**src/rtl/serial_arith_pkg.sv**
```systemverilog
// rtl/serial_arith_pkg.sv - shared state encoding and sizing helper for the serial adder
package serial_arith_pkg;

  typedef enum logic [1:0] {
    IDLE  = 2'd0,
    SHIFT = 2'd1,
    HOLD  = 2'd2
  } state_t;

  // Bit-position counter width; never narrower than one bit.
  function automatic int cnt_width(input int w);
    int cw;
    cw = $clog2(w);
    return (cw < 1) ? 1 : cw;
  endfunction

endpackage

```
**src/rtl/full_adder_cell.sv**
```systemverilog
// rtl/full_adder_cell.sv - single-bit combinational full adder
module full_adder_cell (
  input  logic a,
  input  logic b,
  input  logic ci,
  output logic s,
  output logic co
);

  assign s  = a ^ b ^ ci;
  assign co = (a & b) | (a & ci) | (b & ci);

endmodule

```
**src/rtl/serial_adder.sv**
```systemverilog
// rtl/serial_adder.sv - bit-serial LSB-first adder with start and valid/ready handshakes
module serial_adder
  import serial_arith_pkg::*;
#(
  parameter int WIDTH = 8
) (
  input  logic             clk,
  input  logic             rst_n,
  input  logic             start,
  input  logic [WIDTH-1:0] a,
  input  logic [WIDTH-1:0] b,
  input  logic             cin,
  output logic             busy,
  output logic             out_valid,
  input  logic             out_ready,
  output logic [WIDTH-1:0] sum,
  output logic             cout
);

  localparam int            CW   = cnt_width(WIDTH);
  localparam logic [CW-1:0] LAST = CW'(WIDTH - 1);

  state_t           state, state_nx;
  logic [WIDTH-1:0] a_sh, b_sh, sum_nx;
  logic             carry;
  logic [CW-1:0]    count;
  logic             s, co, last;

  full_adder_cell u_fa (
    .a  (a_sh[0]),
    .b  (b_sh[0]),
    .ci (carry),
    .s  (s),
    .co (co)
  );

  assign last = (count == LAST);

  always_comb begin
    state_nx = state;
    busy     = 1'b1;
    // New sum bit enters at the MSB so the LSB lands at bit 0 after WIDTH shifts.
    sum_nx             = sum >> 1;
    sum_nx[WIDTH-1]    = s;
    case (state)
      IDLE: begin
        busy = 1'b0;
        if (start) state_nx = SHIFT;
      end
      SHIFT: if (last) state_nx = HOLD;
      HOLD:  if (out_ready) state_nx = IDLE;
      default: state_nx = IDLE;
    endcase
  end

  always_ff @(posedge clk or negedge rst_n) begin
    if (!rst_n) state <= IDLE;
    else        state <= state_nx;
  end

  always_ff @(posedge clk or negedge rst_n) begin
    if (!rst_n) begin
      a_sh      <= '0;
      b_sh      <= '0;
      carry     <= 1'b0;
      count     <= '0;
      sum       <= '0;
      cout      <= 1'b0;
      out_valid <= 1'b0;
    end else begin
      case (state)
        IDLE: begin
          if (start) begin
            a_sh  <= a;
            b_sh  <= b;
            carry <= cin;
            count <= '0;
          end
        end
        SHIFT: begin
          a_sh  <= a_sh >> 1;
          b_sh  <= b_sh >> 1;
          carry <= co;
          sum   <= sum_nx;
          if (last) begin
            out_valid <= 1'b1;
            cout      <= co;
          end else begin
            count <= count + CW'(1);
          end
        end
        HOLD: begin
          if (out_ready) out_valid <= 1'b0;
        end
        default: ;
      endcase
    end
  end

endmodule

```
**config.mk**
```make
export PLATFORM = sky130hd
export DESIGN_NAME = serial_adder
export DESIGN_NICKNAME = d
export VERILOG_FILES = /design/src/rtl/serial_arith_pkg.sv /design/src/rtl/full_adder_cell.sv /design/src/rtl/serial_adder.sv
export SDC_FILE = /design/constraint.sdc
export NUM_CORES = 1
export LEC_CHECK = 0
export CORE_MARGIN = 5
export CORE_UTILIZATION = 45
export CTS_CLUSTER_SIZE = 14
export DETAILED_ROUTE_END_ITERATION = 6
export PLACE_DENSITY = 0.79
export REMOVE_ABC_BUFFERS = 1
export SLEW_MARGIN = 20
export SYNTH_ARGS = -nofsm -noshare
export SYNTH_HDL_FRONTEND = slang
export SYNTH_SLANG_ARGS = --single-unit
```
**constraint.sdc**
```tcl
create_clock -name clk -period 1.4 [get_ports clk]
set_clock_uncertainty 0.1 [all_clocks]
set_input_delay 0.21 -clock clk [delete_from_list [all_inputs] [get_ports clk]]
set_output_delay 0.21 -clock clk [all_outputs]
set_load 0.01 [all_outputs]
```
### Yosys cells after proc, flatten, opt, wreduce, memory -nomap -nowiden

Index checks and enable logic that the tools add are counted.

| operators by class | value |
|---|---|
| add/subtract/negate cells | 1 |
| eq/ne operators | 7 |
| mux-type cells | 17 |
| bitwise gates (word level) | 7 |
| reductions and logical operators | 8 |

Operators by type and width:

| kind | number |
|---|---|
| 8-bit one-hot mux with 2 select lines | 2 |
| 8-bit 2-to-1 mux | 2 |
| 3-bit AND reduction | 3 |
| 2-bit != test, second input constant | 4 |
| 2-bit 2-to-1 mux | 3 |
| 3-bit 2-to-1 mux | 2 |
| 2-bit one-hot mux with 3 select lines | 1 |
| 3-bit one-hot mux with 2 select lines | 1 |
| 1-bit 2-to-1 mux | 4 |
| 1-bit one-hot mux with 2 select lines | 2 |
| 2-bit AND reduction | 2 |
| 2-bit nonzero test | 2 |
| 3-bit by 1-bit adder with 3-bit output, second input constant | 1 |
| 1-bit bitwise AND | 3 |
| 3-bit == test, second input constant | 1 |
| 2-bit by 1-bit == test with 1-bit output, second input constant | 1 |
| 2-bit == test, second input constant | 1 |
| 2-bit zero test | 1 |
| 1-bit bitwise OR | 2 |
| 1-bit bitwise XOR | 2 |

| word-level totals | value |
|---|---|
| bits in registers | 32 |
| input port bits | 21 |
| word-level logic and storage cells | 48 |

### Depth between registers and ports, before layout

| logic depth | value |
|---|---|
| depth in word-level cells | 4 |
| mapped depth | 6 |
| gate-level depth less buffers | 5 |

### Cells and area by module

From an unflattened synthesis, not the netlist that was laid out.

| second synthesis, totals | value |
|---|---|
| cells, all modules | 119 |
| area, all modules | 1586.5 um^2 |

By module, submodules not included:

| module | instances | cells each | area an instance (um^2) | seq. area each (um^2) |
|---|---|---|---|---|
| serial_adder | 1 | 118 | 1566.5 | 800.8 |
| full_adder_cell | 1 | 1 | 20.0 | 0.0 |

### Least setup slack after synthesis

No wires, ideal clock.

| timing path | value |
|---|---|
| path type | register -> register |
| start | reg count[0] |
| end | reg cout |
| setup time | 0.125 ns |
| arrival | 1.202 ns |
| data required time | 1.175 ns |
| path slack | -0.027 ns |
| cell stages (with the launch flop) | 5 |
| path buffers | 0 |
| period minus slack after synthesis | 1.427 ns |
| path through | dfrtp_1 > ha_1 > ha_1 > and3_1 > mux2_2 |

| on the way | value |
|---|---|
| longest elaborated chain between the ends | 2 |

Ends and longest elaborated chain:

| what | RTL line | text |
|---|---|---|
| start: declaration | serial_adder.sv:26 | `logic [CW-1:0] count;` |
| start signal: assignment | serial_adder.sv:89 | `count <= count + CW'(1);` |
| 3-bit == test | serial_adder.sv:37 | `assign last = (count == LAST);` |
| 2-bit AND reduction (no line) | - |  |
| end signal: assignment | serial_adder.sv:87 | `cout <= co;` |
| end: declaration | serial_adder.sv:17 | `output logic cout` |

Every way passes these cells.
A chain may end at the register's enable or synchronous reset.

### Worst setup path in the final report

| timing path | value |
|---|---|
| start | reg count[1] |
| end | reg cout |

The elaborated chain is that of the path after synthesis.

==> reports/results.tsv <==
stage	metric	value	unit
outcome	run_status	complete, but fails checks	
outcome	violations	setup timing	
pwr	p_seq_share	38.0	%
setup_path	crit_path_start_kind	register	
routing	first_pass_iters	4	
cts	cts_hold_buf	0	
cells_and_area	drive_gt1_share	30.27	%
setup_path	crit_required	1.52	ns
setup_path	cp.arrival	1.52	ns
yosys	yosysSeqAreaShare	53.42	%
yosys	yosysUniqueCellTypes	23	
cts	clk_path_buf_depth	2	
cells_and_area	n_antenna_cell	0	
yosys	synth_top_area_share	53.42	%
floorplanning	fp-row-count	21	
pwr	peakVddDrop	865.2	uV
routing	wl_per_cell	17.20	um
sta	post-route-period-util	100.2	%
sta	slew_viol_final	0	
grt	grt-busiest-layer	met2	
floorplanning	die_h	67.72	um
place	place_inst	215	
setup_path	cp_max_fo	2	
floorplanning	core_area	3284	um2
setup_path	endpoint_kind	register	
grt	grt_usage	17.54	%
pwr	pwr-share-clk	13.0	%
sta	min_period	1.403	ns
sta	layout_setup_ws	-0.003385	ns
place	portBuffers	31	
yosys	synth_top_cell_by_area	dfrtp_1	
yosys	synth-seq-cells	32	
cells_and_area	synthToLayoutAreaGrowth	42.90	%
setup_path	critPathMaxStageDelay	0.42	ns
sta	rsz0062_at_grt	yes	
routing	routed_wl	3973	um
place	dpl-instance-area	1903	um2
floorplanning	dieArea	4585	um2
cells_and_area	fin_area	2142	um2
grt	grt_pass1_wl	5906	um
cts	clk_latency	0.33	ns
place	place.gp.congestion	0.7728	
pwr	power_leakage	0.8991	nW
cells_and_area	layoutNonFillerInstCount	231	
routing	remaining_drc_errors	0	
cts	path_clk_slew	0.10	ns
routing	antenna_left	0	
pwr	comb_power_share	49.0	%
cts	numCtsBuffers	5	
yosys	synth.area.top_cells	dfrtp_1 53%, o22ai_1 13%, a21oi_1 6.3%, mux2_4 5.0%, o21ai_0 3.3%	
floorplanning	num_io_pins	32	
floorplanning	die_x	67.72	um
sta	max_freq	712.6	MHz
grt	grt_pass1_vias	1338	
pwr	p_switching	1.644	mW
yosys	synthesis.instances	136	
pwr	swShare	36.41	%
routing	drt_iter0_drc	62	
pwr	power_density	2108	nW/um2
yosys	netlist_area	1499	um2
cts	cts_tree	yes	
grt	globalRoute.totalOverflow	0	
setup_path	critPathSlowestCell	dfrtp_1	
cts	htree_num_levels	2	
grt	grt.met1_usage	19.96	%
setup_path	critPathMostFrequentCell	ha_4	
grt	use_met3	5.824	%
cts	cts_num_sinks	32	
grt	grt_start_max_net_pins	33	
setup_path	crit_path_cell_trace	ha_4 -> ha_4 -> and3_4 -> mux2_4	
routing	vias_per_cell	5.636	
cells_and_area	fin_nets	210	
sta	slew_headroom	74.17	%
grt	use_met2	29.77	%
cts	root_buffer	clkbuf_4	
sta	finalHoldViolCount	0	
sta	setup_viol	1	
place	post-dp-hpwl	2489	um
hold_path	hold_path.class	input port to async pin	
yosys	synth.avg_cell_area	11.02	um2
routing	via_count	1302	
pwr	intPower	2.871	mW
sta	worst_pin_slew	0.3863	ns
setup_path	critical_path_class	register to register	
yosys	ys_warn_count	0	
floorplanning	start_util	45.64	%
grt	grt_antenna_before_repair	0	
run	max_cap_viol_count	0	
flip-flops by register name, indices dropped and copies added, names as in the netlist:
signal / flops
a_sh: 8
b_sh: 8
carry: 1
count: 3
cout: 1
out_valid: 1
state: 2
sum: 8
kinds of logic after synthesis:
| kind of cell | after synthesis | share of synthesized area [%] |
|---|---|---|
| AOI/OAI and AO/OA | 62 | 23.71 |
| adders and majority gates | 4 | 3.840 |
| buffers and inverters | 14 | 5.926 |
| DFF | 32 | 53.42 |
| muxes | 9 | 8.013 |
| and+or+nand+nor | 15 | 5.092 |
final timing paths:
| check | startpoint | end | slack [ns] | cells after the start |
|---|---|---|---|---|
| max | count[1]$_DFFE_PN0P_ | cout$_DFFE_PN0P_ | -0.003 | 4 |
| min in group clk | a[7] | a_sh[7]$_DFFE_PN0P_ | 0.33 | 3 |
| max in group asynchronous | rst_n | sum[6]$_DFFE_PN0N_ | 0.88 | 2 |
| min | rst_n | a_sh[1]$_DFFE_PN0P_ | 0.14 | 2 |
| max reg2reg | count[1]$_DFFE_PN0P_ | cout$_DFFE_PN0P_ | -0.003 | 4 |
| min reg2reg | sum[0]$_DFFE_PN0N_ | sum[0]$_DFFE_PN0N_ | 0.41 | 1 |
through the flow:
stage	worst slack, ns	hold slack (ns)	power, mW	utilization [%]	TNS (ns)
6_report	-0.003385	0.1414	4.515	65.22	-0.003385
5_1_grt	-0.02254	0.1538	4.814	65.22	-0.1235
4_1_cts	-0.005380	0.1498	4.248	61.68	-0.007596
3_5_place_dp	-0.1680	0.3969	3.644	57.94	-2.240
3_3_place_gp	-0.07686	0.3883	3.501	57.94	-1.103
2_1_floorplan	-0.1435	-0.1856	2.768	-	-0.5181
cell usage after synthesis, drive strengths merged:
master,count
dfrtp,32
o22ai,30
a21oi,19
buf,11
o21ai,10
mux2,9
nand2,5
ha,3
nand2b,3
nor2,3
a22oi,2
inv,2
and3,1
clkbuf,1
fa,1
nand3,1
nor2b,1
nor3,1
o31ai,1
cells in the final DEF, fill, tap and decap left out, drive strengths merged, types with 2 or more instances in the layout:
| cell type | instances |
|---|---|
| a21oi | 19 |
| a22oi | 2 |
| buf | 23 |
| clkbuf | 7 |
| clkdlybuf4s50 | 20 |
| dfrtp | 32 |
| dlygate4sd2 | 10 |
| ha | 3 |
| inv | 2 |
| mux2 | 9 |
| nand2 | 5 |
| nand2b | 4 |
| nor2 | 3 |
| o21ai | 10 |
| o22ai | 30 |
routing by layer:
metal	vias to the layer above	share of wire, %
met2	49	53
met4	0	2.0
met5	-	0
li1	609	-
met3	8	5.6
met1	636	40
repair_timing:
| item | in CTS | in global routing |
|---|---|---|
| endpoints found under the hold margin | 0 | 0 |
| pin swaps | 2 | 2 |
| cloned | 0 | 1 |
| setup endpoints to repair | 25 | 25 |
| setup buffers | 4 | 4 |
| resized for setup | 24 | 14 |
critical path, delay by kind of cell (launching register included):
kind / cells / cell delay [ns]
muxes: 1 / 0.29
and+or+nand+nor: 1 / 0.14
DFF: 1 / 0.42
adders and majority gates: 2 / 0.34
power by group through the flow:
| stage | combinational, mW | clock (mW) | sequential [mW] |
|---|---|---|---|
| CTS | 1.96 | 0.597 | 1.69 |
| global route | 2.41 | 0.650 | 1.76 |
| finish | 2.21 | 0.585 | 1.72 |
| global placement | 1.82 | 0 | 1.68 |
| detailed placement | 1.93 | 0 | 1.72 |
| floorplan | 1.03 | 0 | 1.74 |
layout make-up:
class	instances	area [um2]
well taps	46	57.56
clock buffers	7	65.06
multi-input cells	91	724.4
flip-flops and latches	32	800.8
inverters	2	7.507
repair buffers	53	486.7
fillers	281	1142
Power figures use the tool's default switching activity.
==> RTL change 1: new RTL, same flow settings <==
Reset style: synchronous (`rst_n`), changed in 2 clocked blocks.
--- a/src/rtl/serial_adder.sv
+++ b/src/rtl/serial_adder.sv
@@ -54,10 +54,10 @@
   end
 
-  always_ff @(posedge clk or negedge rst_n) begin
+  always_ff @(posedge clk) begin
     if (!rst_n) state <= IDLE;
     else        state <= state_nx;
   end
 
-  always_ff @(posedge clk or negedge rst_n) begin
+  always_ff @(posedge clk) begin
     if (!rst_n) begin
       a_sh      <= '0;
Function: differs if rst_n is asserted again (counterexample within 4 cycles, from zero or initial values and one cycle with rst_n low); with rst_n held inactive, the same outputs for 10 cycles.
==> RTL change 1 against the unedited design <==
  * Synthesized cell count is 15% higher
  * Via count down 3.3%
  * Sequential share of layout area decreased by 5.3 points
  * Non-clock buffer count decreased by 9
  * Sequential cell count did not move
  * Design area shrank 6.6%
  * Synthesized area down 4.6%
  * Routed wire length shrank 20%
  * Worst setup slack improved by 0.042 ns
  * Largest cell class is now multi-input combinational cells
Power is not compared: it rests on default switching activity, and its combinational part moved more than twofold at a synthesized area within 25%.
==> RTL change 1: results <==
worst_setup_path:
  max_stage_delay_ns: 0.35
  arrival_ns: 1.05
  rr_startpoint: "state[1]$_SDFFE_PN0P_"
  crit_slowest_cell: "dfxtp_2"
  ff2ff_path_depth: 5
  r2r_slack_ns: 0.04
  crit_path_max_fanout: 2
  rr_endpoint: "b_sh[5]$_SDFFE_PN0P_"
clocking:
  clk_latency_ns: 0.34
  cts-root-buf: "clkbuf_4"
  post_cts_buffers: 0
  path_clk_slew_ns: 0.10
  htreeDepth: 2
global_route:
  grt_pass1_vias: 1224
  grt_use_total_pct: 15.5
  grt_first_pass_wirelength_um: 5170
  grt_max_degree: 25
synthesis:
  ys_seq_area_share_pct: 44.8
  async_reset_ff_share_pct: 0
  synth_top_cells_by_area: "dfxtp_1, mux2i_1, a211oi_1"
  ys_top_cells_by_count: "dfxtp_1, nand2_1, nor2_1"
  yosysWarnings: 0
  syn_inst: 157
  synth_cell_type_count: 28
  synth_flop_cell: "dfxtp_1"
finish:
  drive_gt1_share_pct: 16.8
  fill_cells: 267
  nets: 221
  reg.largest.list: "a_sh: 8 flops, b_sh: 8 flops, sum: 8 flops"
detailed_routing:
  viasPerCell: 5.22
  vias: 1259
  drt-initial-drc-count: 68
  wl_per_cell_um: 13.1
pwr:
  vdd.ir_drop.worst_uv: 596
  power.static_leakage_nw: 0.820
placement:
  place_hpwl_um: 2220
  dp_cells: 232
  place.gp.congestion: 0.773
min_path:
  holdPathEnd: "sum[0]$_SDFFE_PN0N_"
  hold_path_class: "flip-flop to flip-flop"
status:
  status: "completed"
timing:
  maxSlewHeadroom_pct: 83.5
floorplanning:
  coreArea_um2: 3050
-- RTL change 1: cell types whose count changed after synthesis, sizes merged, moves of 6 or more --
cell and change:
mux2 -9, a21oi -6, dfrtp -32, o21ai -7, nor2 +16, mux2i +17
nand2 +16, dfxtp +32, o22ai -30, a211oi +15
-- RTL change 1: layer usage --
layer  up-vias  part of all wire, %  GRT usage (%)
met3        13                  5.9           6.63
met4         0                  3.0           6.85
met2        38                   50           27.0
li1        627                    -              -
met1       581                   41           16.0
met5         -                    0              0
-- RTL change 1: repair_timing --
item,in CTS,in global routing
setup endpoints to repair,29,27
gates resized for setup,17,17
hold buffers,0,0
gates cloned,0,1
-- RTL change 1: logic make-up (layout without fill, tap and decap cells) --
family | Yosys count | in the layout | share of synthesized area [%]
multiplexers | 17 | 17 | 11.9
buffers and inverters | 14 | 54 | 5.95
AND/OR/NAND/NOR | 54 | 54 | 17.3
flip-flops | 32 | 32 | 44.8
AO/OA/AOI/OAI | 36 | 36 | 16.0
adder cells (fa/ha/maj) | 4 | 4 | 4.02
-- RTL change 1: through the flow --
step	setup slack, ns	power, mW	cell area, um2	hold WS, ns
2_1_floorplan	-0.597	1.16	1350	0.287
3_3_place_gp	-0.0597	1.28	1820	0.344
3_5_place_dp	-0.138	1.30	1820	0.360
4_1_cts	-0.0362	1.99	1890	0.366
5_1_grt	-0.00391	2.12	2000	0.374
6_report	0.0387	2.01	2000	0.363
-- RTL change 1: layout make-up --
type	count	share of cell area, %
clock buffer	6	2.06
clock inverter	2	1.75
inverter	2	0.375
multi-input combinational	111	38.6
sequential	32	32.1
tap	44	2.75
timing repair buffer	44	22.3
-- RTL change 1: worst max path at each step --
| stage | start | cells past startpoint | slack (ns) | end |
|---|---|---|---|---|
| after floorplan | state[0]$_SDFFE_PN0P_ | 3 | -0.60 | a_sh[0]$_SDFFE_PN0P_ |
| after global placement | start | 3 | -0.06 | a_sh[7]$_SDFFE_PN0P_ |
| after detailed placement | start | 5 | -0.14 | a_sh[1]$_SDFFE_PN0P_ |
| after CTS | state[0]$_SDFFE_PN0P_ | 5 | -0.04 | a_sh[1]$_SDFFE_PN0P_ |
| after global routing | state[0]$_SDFFE_PN0P_ | 2 | -0.004 | busy |
| final | state[0]$_SDFFE_PN0P_ | 2 | 0.04 | busy |
-- RTL change 1: report_power, final --
group,total (mW),switching [mW],leakage (nW),internal [mW]
combinational,0.326,0.145,0.515,0.181
sequential,0.993,0.0308,0.263,0.962
clock,0.694,0.320,0.0422,0.374
-- RTL change 1: worst min-delay path, stage by stage (launching register included) --
cell and delay [ns]:
dfxtp_1 0.32, nand2_1 0.05, a21oi_1 0.05
==> RTL change 2: new RTL, config.mk and constraints unchanged <==
Without the edit above. `WIDTH`: 8 -> 10.
--- a/src/rtl/serial_adder.sv
+++ b/src/rtl/serial_adder.sv
@@ -3,5 +3,5 @@
   import serial_arith_pkg::*;
 #(
-  parameter int WIDTH = 8
+  parameter int WIDTH = 10
 ) (
   input  logic             clk,
Ports: changed (resized a, b and sum); port bits go from 32 to 38. No check against the original RTL was run, so the function may have changed too.
==> RTL change 2 against the unedited design <==
  * The flow still finishes with violations (setup timing)
  * Maximum frequency decreased by 3.9%
  * Routed wire length decreased by 3.3%
  * Worst setup slack got worse by 0.058 ns
  * Critical path depth increased by 1
  * Combinational power increased by 26%
  * Cell count rose by 13%
  * Global-route usage down 3.6 points
  * Total power rose by 21%
  * Synthesized area rose by 17%
  * Via count rose by 4.1%
  * Design area rose by 18%
  * Largest power group unchanged
  * Non-clock buffer count is 8 higher
  * Sequential share of layout area grew 1.3 points
  * Sequential cell count is 7 higher
==> RTL change 2: results <==
status:
  status: "finished, violations left"
  violations: "setup timing"
detailed_routing:
  drt-initial-drc-count: 56
  viasPerCell: 5.18
  first_pass_iters: 4
  wl_um: 3840
worst_setup_path:
  max_stage_delay_ns: 0.39
  crit_path_max_fanout: 22
min_path:
  hold_path_class: "input pin to async pin"
placement:
  io_buffers: 37
  place_hpwl_um: 2640
  place.gp.congestion: 0.744
global_route:
  grt_max_degree: 23
  grt_use_total_pct: 14.0
  grt_pass1_vias: 1304
  grt_first_pass_wirelength_um: 5800
finish:
  nets: 241
  antenna_cells: 0
  fill_cells: 282
  drive_gt1_share_pct: 23.8
  reg.largest.list: "a_sh: 10 flops, b_sh: 10 flops, sum: 10 flops"
pwr:
  vdd.ir_drop.worst_uv: 1050
  power.static_leakage_nw: 1.20
timing:
  setup_slack_ns: -0.0611
  setup_viol: 14
  final.setup.tns_ns: -0.576
  maxSlewHeadroom_pct: 73.3
synthesis:
  synth_top_cells_by_area: "dfrtp_1, mux2i_1, mux2_2"
  synth_cell_type_count: 24
  ys_seq_area_share_pct: 55.6
  ys_top_cells_by_count: "dfrtp_1, nand2_1, mux2i_1, o21ai_1, mux2_2"
clocking:
  path_clk_slew_ns: 0.07
  cts-root-buf: "clkbuf_8"
  clk_latency_ns: 0.28
  htreeDepth: 2
-- RTL change 2: worst max-delay path, delay by kind of cell (launching register included) --
kind                   cells  cell delay, ns
flip-flops                 1            0.39
buffers and inverters      2            0.34
multiplexers               1            0.27
AND/OR/NAND/NOR            2            0.24
-- RTL change 2: worst paths after layout --
kind,start,endpoint,slack [ns],cells after the start
setup / recovery,state[1]$_DFFE_PN0P_,cout$_DFFE_PN0P_,-0.06,5
hold / removal,rst_n,sum[9]$_DFFE_PN0P_,0.28,2
setup reg to reg,state[1]$_DFFE_PN0P_,cout$_DFFE_PN0P_,-0.06,5
hold reg to reg,a_sh[3]$_DFFE_PN0P_,a_sh[3]$_DFFE_PN0P_,0.39,2
max in group asynchronous,rst_n,count[3]$_DFFE_PN0P_,0.38,3
min in group clk,a_sh[3]$_DFFE_PN0P_,a_sh[3]$_DFFE_PN0P_,0.39,2
-- RTL change 2: repair_timing --
item	4_1_cts	5_1_grt
gates cloned	0	4
buffers inserted	1	3
endpoints found under the setup margin	35	33
pin swaps	0	1
endpoints found under the hold margin	17	0
gates resized for setup	28	7
hold buffers	1	0
-- RTL change 2: cells by family after synthesis --
family / count (synthesis) / share of synthesized area [%]
fa+ha+maj: 3 / 2.57
simple gates: 36 / 9.34
buf+inv: 12 / 4.21
mux: 31 / 18.5
flops: 39 / 55.6
compound gates: 33 / 9.77
-- RTL change 2: area by class of cell --
type                            instances  area [um2]  share of cell area, %
Clock buffer                            7        76.3                   3.02
Clock inverter                          1        5.00                  0.198
Inverter                                3        11.3                  0.446
Multi-Input combinational cell        103         744                   29.5
Sequential cell                        39         976                   38.7
Tap cell                               48        60.1                   2.38
Timing Repair Buffer                   61         652                   25.8
-- RTL change 2: per-stage QoR --
| stage | instance area, um2 | cells | hold WS (ns) | power, mW | worst slack (ns) |
|---|---|---|---|---|---|
| 2_1_floorplan | 1690 | 145 | -0.186 | 3.32 | -1.62 |
| 3_3_place_gp | 2250 | 245 | 0.0486 | 4.21 | -0.0590 |
| 4_1_cts | 2380 | 255 | 0.293 | 5.08 | -0.0451 |
| 6_report | 2520 | 262 | 0.281 | 5.46 | -0.0611 |
| 5_1_grt | 2520 | 262 | 0.321 | 5.82 | -0.103 |
| 3_5_place_dp | 2250 | 245 | 0.0545 | 4.37 | -0.109 |
-- RTL change 2: layer usage --
layer | share of wire, % | track usage [%]
met2 | 49 | 23.9
met5 | 0 | 0
met3 | 6.2 | 3.19
met1 | 43 | 17.7
met4 | 1.2 | 4.30
-- RTL change 2: power breakdown --
part,leakage (nW),switching [mW],total [mW],internal [mW]
registers,0.478,0.309,1.97,1.66
clock network,0.0422,0.352,0.701,0.349
logic,0.678,1.20,2.79,1.59
total,1.20,1.86,5.46,3.60
